**config.mk**
```make
export PLATFORM = sky130hd
export DESIGN_NAME = ram_arbiter
export DESIGN_NICKNAME = d
export VERILOG_FILES = /design/src/rtl/ram_arbiter.sv
export SDC_FILE = /design/constraint.sdc
export NUM_CORES = 1
export LEC_CHECK = 0
export CORE_UTILIZATION = 46
export CTS_CLUSTER_SIZE = 12
export DETAILED_ROUTE_END_ITERATION = 7
export GPL_TIMING_DRIVEN = 1
export PLACE_DENSITY = 0.83
export SYNTH_ARGS = -nofsm -noshare
export SYNTH_HDL_FRONTEND = slang
export SYNTH_SLANG_ARGS = --single-unit
```
**constraint.sdc**
```tcl
create_clock -name clk -period 3.5 [get_ports clk]
set_input_delay 0.35 -clock clk [delete_from_list [all_inputs] [get_ports clk]]
set_output_delay 0.35 -clock clk [all_outputs]
set_load 0.005 [all_outputs]
```
**src/rtl/ram_arbiter.sv**
```systemverilog
// rtl/ram_arbiter.sv - two-port arbiter for a single-port registered-read RAM
// Fixed priority to A with a B starvation guard; define RAM_ARB_RR_EN for round-robin.
module ram_arbiter #(
  parameter int WORD         = 1,
  parameter int SIZE_LOG     = 8,
  parameter int STARVE_LIMIT = 4
) (
  input  logic                clk,
  input  logic                rst_n,
  input  logic                a_req,
  input  logic                a_we,
  input  logic [SIZE_LOG-1:0] a_addr,
  input  logic [WORD-1:0]     a_wdata,
  output logic                a_gnt,
  output logic                a_rvalid,
  output logic [WORD-1:0]     a_rdata,
  input  logic                b_req,
  input  logic                b_we,
  input  logic [SIZE_LOG-1:0] b_addr,
  input  logic [WORD-1:0]     b_wdata,
  output logic                b_gnt,
  output logic                b_rvalid,
  output logic [WORD-1:0]     b_rdata,
  output logic                ram_read,
  output logic                ram_write,
  output logic [SIZE_LOG-1:0] ram_address,
  output logic [WORD-1:0]     ram_data_in,
  input  logic [WORD-1:0]     ram_data_out
);

  logic                grant_a, grant_b, win_we;
  logic [SIZE_LOG-1:0] win_addr;
  logic [WORD-1:0]     win_wdata;

  logic                ram_read_q, ram_read_d;
  logic                ram_write_q, ram_write_d;
  logic [SIZE_LOG-1:0] ram_address_q, ram_address_d;
  logic [WORD-1:0]     ram_data_in_q, ram_data_in_d;
  logic                rd1_v_q, rd1_v_d;
  logic                rd1_b_q, rd1_b_d;
  logic                a_rvalid_q, a_rvalid_d;
  logic                b_rvalid_q, b_rvalid_d;

`ifdef RAM_ARB_RR_EN
  // 1 when A was the most recent winner; reset value lets A win first
  logic rr_last_a_q, rr_last_a_d;
`else
  logic [7:0] starve_q, starve_d;
`endif

  always_comb begin
    grant_a = 1'b0;
    grant_b = 1'b0;
`ifdef RAM_ARB_RR_EN
    if (a_req && b_req) begin
      grant_a = !rr_last_a_q;
      grant_b = rr_last_a_q;
    end else begin
      grant_a = a_req;
      grant_b = b_req;
    end
`else
    if (b_req && (!a_req || starve_q == 8'(STARVE_LIMIT))) begin
      grant_b = 1'b1;
    end else begin
      grant_a = a_req;
    end
`endif
    if (!rst_n) begin
      grant_a = 1'b0;
      grant_b = 1'b0;
    end
  end

  always_comb begin
    win_we    = grant_b ? b_we    : a_we;
    win_addr  = grant_b ? b_addr  : a_addr;
    win_wdata = grant_b ? b_wdata : a_wdata;

    ram_read_d    = 1'b0;
    ram_write_d   = 1'b0;
    ram_address_d = ram_address_q;
    ram_data_in_d = ram_data_in_q;
    if (grant_a || grant_b) begin
      ram_read_d    = !win_we;
      ram_write_d   = win_we;
      ram_address_d = win_addr;
      ram_data_in_d = win_wdata;
    end

    // Owner pipeline: stage 1 rides with the RAM command, stage 2 with the returned data
    rd1_v_d    = (grant_a || grant_b) && !win_we;
    rd1_b_d    = grant_b;
    a_rvalid_d = rd1_v_q && !rd1_b_q;
    b_rvalid_d = rd1_v_q && rd1_b_q;

`ifdef RAM_ARB_RR_EN
    rr_last_a_d = rr_last_a_q;
    if (grant_a) begin
      rr_last_a_d = 1'b1;
    end else if (grant_b) begin
      rr_last_a_d = 1'b0;
    end
`else
    starve_d = 8'd0;
    if (b_req && !grant_b) begin
      starve_d = (starve_q == 8'(STARVE_LIMIT)) ? starve_q : starve_q + 8'd1;
    end
`endif
  end

  always_ff @(posedge clk) begin
    if (!rst_n) begin
      ram_read_q    <= 1'b0;
      ram_write_q   <= 1'b0;
      ram_address_q <= '0;
      ram_data_in_q <= '0;
      rd1_v_q       <= 1'b0;
      rd1_b_q       <= 1'b0;
      a_rvalid_q    <= 1'b0;
      b_rvalid_q    <= 1'b0;
`ifdef RAM_ARB_RR_EN
      rr_last_a_q   <= 1'b0;
`else
      starve_q      <= 8'd0;
`endif
    end else begin
      ram_read_q    <= ram_read_d;
      ram_write_q   <= ram_write_d;
      ram_address_q <= ram_address_d;
      ram_data_in_q <= ram_data_in_d;
      rd1_v_q       <= rd1_v_d;
      rd1_b_q       <= rd1_b_d;
      a_rvalid_q    <= a_rvalid_d;
      b_rvalid_q    <= b_rvalid_d;
`ifdef RAM_ARB_RR_EN
      rr_last_a_q   <= rr_last_a_d;
`else
      starve_q      <= starve_d;
`endif
    end
  end

  assign a_gnt       = grant_a;
  assign b_gnt       = grant_b;
  assign ram_read    = ram_read_q;
  assign ram_write   = ram_write_q;
  assign ram_address = ram_address_q;
  assign ram_data_in = ram_data_in_q;
  assign a_rvalid    = a_rvalid_q;
  assign b_rvalid    = b_rvalid_q;
  assign a_rdata     = a_rvalid_q ? ram_data_out : '0;
  assign b_rdata     = b_rvalid_q ? ram_data_out : '0;

endmodule

```
==> results by group <==
Status
  – Status: completed

Clocking
  – Number of buffers inserted by hold repair at cts: 0
  – Worst-case clock buffer depth: 2
  – Clock insertion delay at the later pin of the skew report: 0.30 ns
  – TritonCTS buffer count: 3
  – Count of H-tree levels built during CTS: 1
  – Clock tree root driver cell: sky130_fd_sc_hd__clkbuf_4
  – Clock-pin transition on the worst setup and hold timing paths: 0.11 ns
  – PostCTS Resize Cnt: 0
  – Post-CTS setup-driven buffer insertion count: 0
  – Total number of clock tree sinks: 23
  – TritonCTS clock tree: done

Power
  – Fraction of power consumed by the clock network: 0.235
  – Static Leak: 0.567 nW
  – Switching component of the power: 0.000116 W
  – P_int: 0.000386 W
  – Switching Share: 0.230
  – Portion of total power attributed to combinational logic: 0.208
  – Share of total power in sequential cells: 0.557
  – Worst-case vdd ir drop: 243 µV
  – Total power density per cell area: 318 mW/mm²

Layout
  – Finished Layout Cells: 181
  – Area growth, synth to finish: 40.2%
  – # fillers: 199
  – Total inserted antenna cells: 0
  – Final nets: 181
  – Most frequent cells in the layout: sky130_fd_sc_hd__clkdlybuf4s50_1, sky130_fd_sc_hd__dfxtp_1, sky130_fd_sc_hd__mux2_2, sky130_fd_sc_hd__o221a_2, sky130_fd_sc_hd__o221a_1
  – Final Util: 0.700
  – Most common cell after layout, fill and taps aside: sky130_fd_sc_hd__clkdlybuf4s50_1
  – Fraction of final layout cells with drive strength greater than 1: 0.150
  – Post-route cell area: 0.00158 mm²

Placed design
  – Cell Area, Placed: 0.00155 mm²
  – Cells after DPL: 177
  – Final HPWL from detailed placement: 2040 µm
  – Worst setup slack before clock tree synthesis: 1.12 ns
  – IO Port Bufs: 41
  – GP Congestion: 0.841

Synth
  – Main synth FF type: sky130_fd_sc_hd__dfxtp_1
  – Syn nets: 140
  – Cells after Synth: 113
  – Number of register bits inferred by synthesis: 23
  – Total number of yosys warnings: 0
  – Fraction of the yosys area taken by sequential cells: 0.409
  – FFs w/ async S/R, synth: 0
  – Post-Synthesis Cell Area: 0.00113 mm²
  – Number of enable flip-flop cells after synthesis: 0
  – Synthesized area per cell: 9.97 µm²
  – Number of distinct standard cells referenced by the synthesized netlist: 30

Worst setup path
  – Stage delay of the slowest cell on the critical path: 0.79 ns
  – Chain of cells forming the critical path: clkdlybuf4s50_1 > nand2_1 > a31o_2 > inv_1 > clkdlybuf4s50_1
  – Kind of launch point of the worst setup path: input pin
  – Family of cells with the greatest summed delay on the critical path: buffers and inverters
  – Number of buffers and inverters on the critical path: 3
  – Most common cell type on the critical path: sky130_fd_sc_hd__clkdlybuf4s50_1
  – Maximum fanout along the worst path: 15
  – Required time of the worst setup path: 3.15 ns
  – Worst setup EP type: output port
  – Max stage delay cell, worst path: sky130_fd_sc_hd__clkdlybuf4s50_1
  – Start-to-end type of the worst setup path: in -> out
  – Data arrival, critical path: 2.05 ns

GRT
  – Initial antenna violation count: 0
  – Congestion Overflow GR: 0
  – Global-route usage over all layers: 0.226
  – Global-route wire length before repair: 4490 µm
  – Number of global-route vias before repair: 1010
  – Maximum number of pins on one net before global-route repair: 16

STA
  – Minimum clock period after layout: 2.40 ns
  – TNS Setup: 0 ns
  – Final worst-path cycle share: 0.686
  – Headroom to the max-slew limit: 0.621
  – Transition time at the pin with the least slew margin: 0.567 ns
  – Maximum frequency from static timing analysis: 417 MHz
  – Number of setup violations in the final report: 0
  – Least setup slack across all paths after layout: 1.10 ns
  – Final clock skew: 0.0139 ns
  – Max-slew violations: 0
  – Final hold vios: 0
  – Unrepaired setup endpoints after global routing: no

Routing
  – Final routed DRC violation total: 0
  – Number of routed nets with antenna violations: 0
  – Via count: 1030
  – Number of optimization iterations in the first detailed-route pass: 4
  – Average via count per standard cell: 5.69
  – DR WL/cell: 14.9 µm
  – Sum of routed wire length over all layers: 2700 µm
  – Number of DRC markers in iteration 0: 12

Die
  – Starting density of the core: 0.499
  – Chip Height: 51.5 µm
  – I/O pin cnt: 42
  – Core Region: 0.00225 mm²
  – Die span in x: 51.5 µm
  – Total Die Area: 0.00265 mm²
  – Number of rows in the core area: 17

Flow run
  – Count of max-cap constraint violations: 0

Worst hold path
  – Min-delay worst type: reg -> reg
[synth_stat cells (3+ instances only)]
cell type                    n  share of area
sky130_fd_sc_hd__a21oi_1     4          0.018
sky130_fd_sc_hd__buf_2       3          0.013
sky130_fd_sc_hd__dfxtp_1    23           0.41
sky130_fd_sc_hd__inv_1       7          0.023
sky130_fd_sc_hd__mux2_2      9          0.090
sky130_fd_sc_hd__nand2_1     5          0.017
sky130_fd_sc_hd__nand3_1     5          0.022
sky130_fd_sc_hd__nor2_1      6          0.020
sky130_fd_sc_hd__o21ai_0     3          0.013
sky130_fd_sc_hd__o221a_1     9          0.090
sky130_fd_sc_hd__o221a_2     9          0.090
sky130_fd_sc_hd__o2bb2ai_1   3          0.023
sky130_fd_sc_hd__or3_1       5          0.028
[worst paths after layout]
path	slack, ns	end	depth (start not counted)	startpoint
hold reg to reg	0.42	a_rvalid$_SDFF_PN0_	1	rd1_b_q$_SDFF_PN0_
hold / removal	0.42	a_rvalid$_SDFF_PN0_	1	rd1_b_q$_SDFF_PN0_
setup / recovery	1.10	a_gnt	5	rst_n
setup reg to reg	1.83	ram_address[5]$_SDFFE_PN0P_	5	starve_q[0]$_SDFFE_PN0N_
[power groups by stage]
stage | combinational (W) | sequential [W] | clock [W]
after floorplan | 0.0000425 | 0.000285 | 0
after global placement | 0.000101 | 0.000285 | 0
after detailed placement | 0.000104 | 0.000286 | 0
after CTS | 0.000105 | 0.000280 | 0.000120
after global routing | 0.000112 | 0.000281 | 0.000133
final | 0.000104 | 0.000280 | 0.000118
[cells by family (layout without fill, tap and decap cells)]
| logic type | after synthesis | in the layout | share of synthesized area |
|---|---|---|---|
| AO/OA/AOI/OAI | 32 | 32 | 0.262 |
| AND/OR/NAND/NOR | 32 | 32 | 0.154 |
| flip-flops | 23 | 23 | 0.409 |
| buffers and inverters | 13 | 53 | 0.0467 |
| multiplexers | 9 | 9 | 0.0900 |
| adder cells (fa/ha/maj) | 2 | 2 | 0.0222 |
| XOR/XNOR | 2 | 2 | 0.0156 |
[final cells by class]
cell class	count	area, µm²	area share
multi-input cells	77	613	0.388
flip-flops and latches	23	460	0.292
repair buffers	42	418	0.265
well taps	28	35.0	0.0222
clock buffers	4	26.3	0.0166
inverters	7	26.3	0.0166
[metrics by stage]
stage	hold WS (ns)	total power [W]
after floorplan	0.383	0.000328
after global placement	0.403	0.000387
after CTS	0.420	0.000504
after global routing	0.441	0.000527
after detailed placement	0.404	0.000390
final	0.418	0.000502
[registers in the layout (all words and copies together), names as in the netlist]
name / flops
starve_q: 8
rd1_v_q: 1
rd1_b_q: 1
ram_data_in: 1
a_rvalid: 1
b_rvalid: 1
ram_address: 8
ram_write: 1
ram_read: 1
[per-layer routing]
| metal | wire [µm] | track usage | share of wire | up-vias |
|---|---|---|---|---|
| met5 | 0 | 0 | 0 | - |
| met4 | 13 | 0.0721 | 0.0048 | 0 |
| met3 | 153 | 0.0357 | 0.057 | 2 |
| met2 | 1240 | 0.359 | 0.46 | 28 |
| met1 | 1290 | 0.309 | 0.48 | 483 |
| li1 | - | - | - | 517 |
Power figures use the tool's default switching activity.
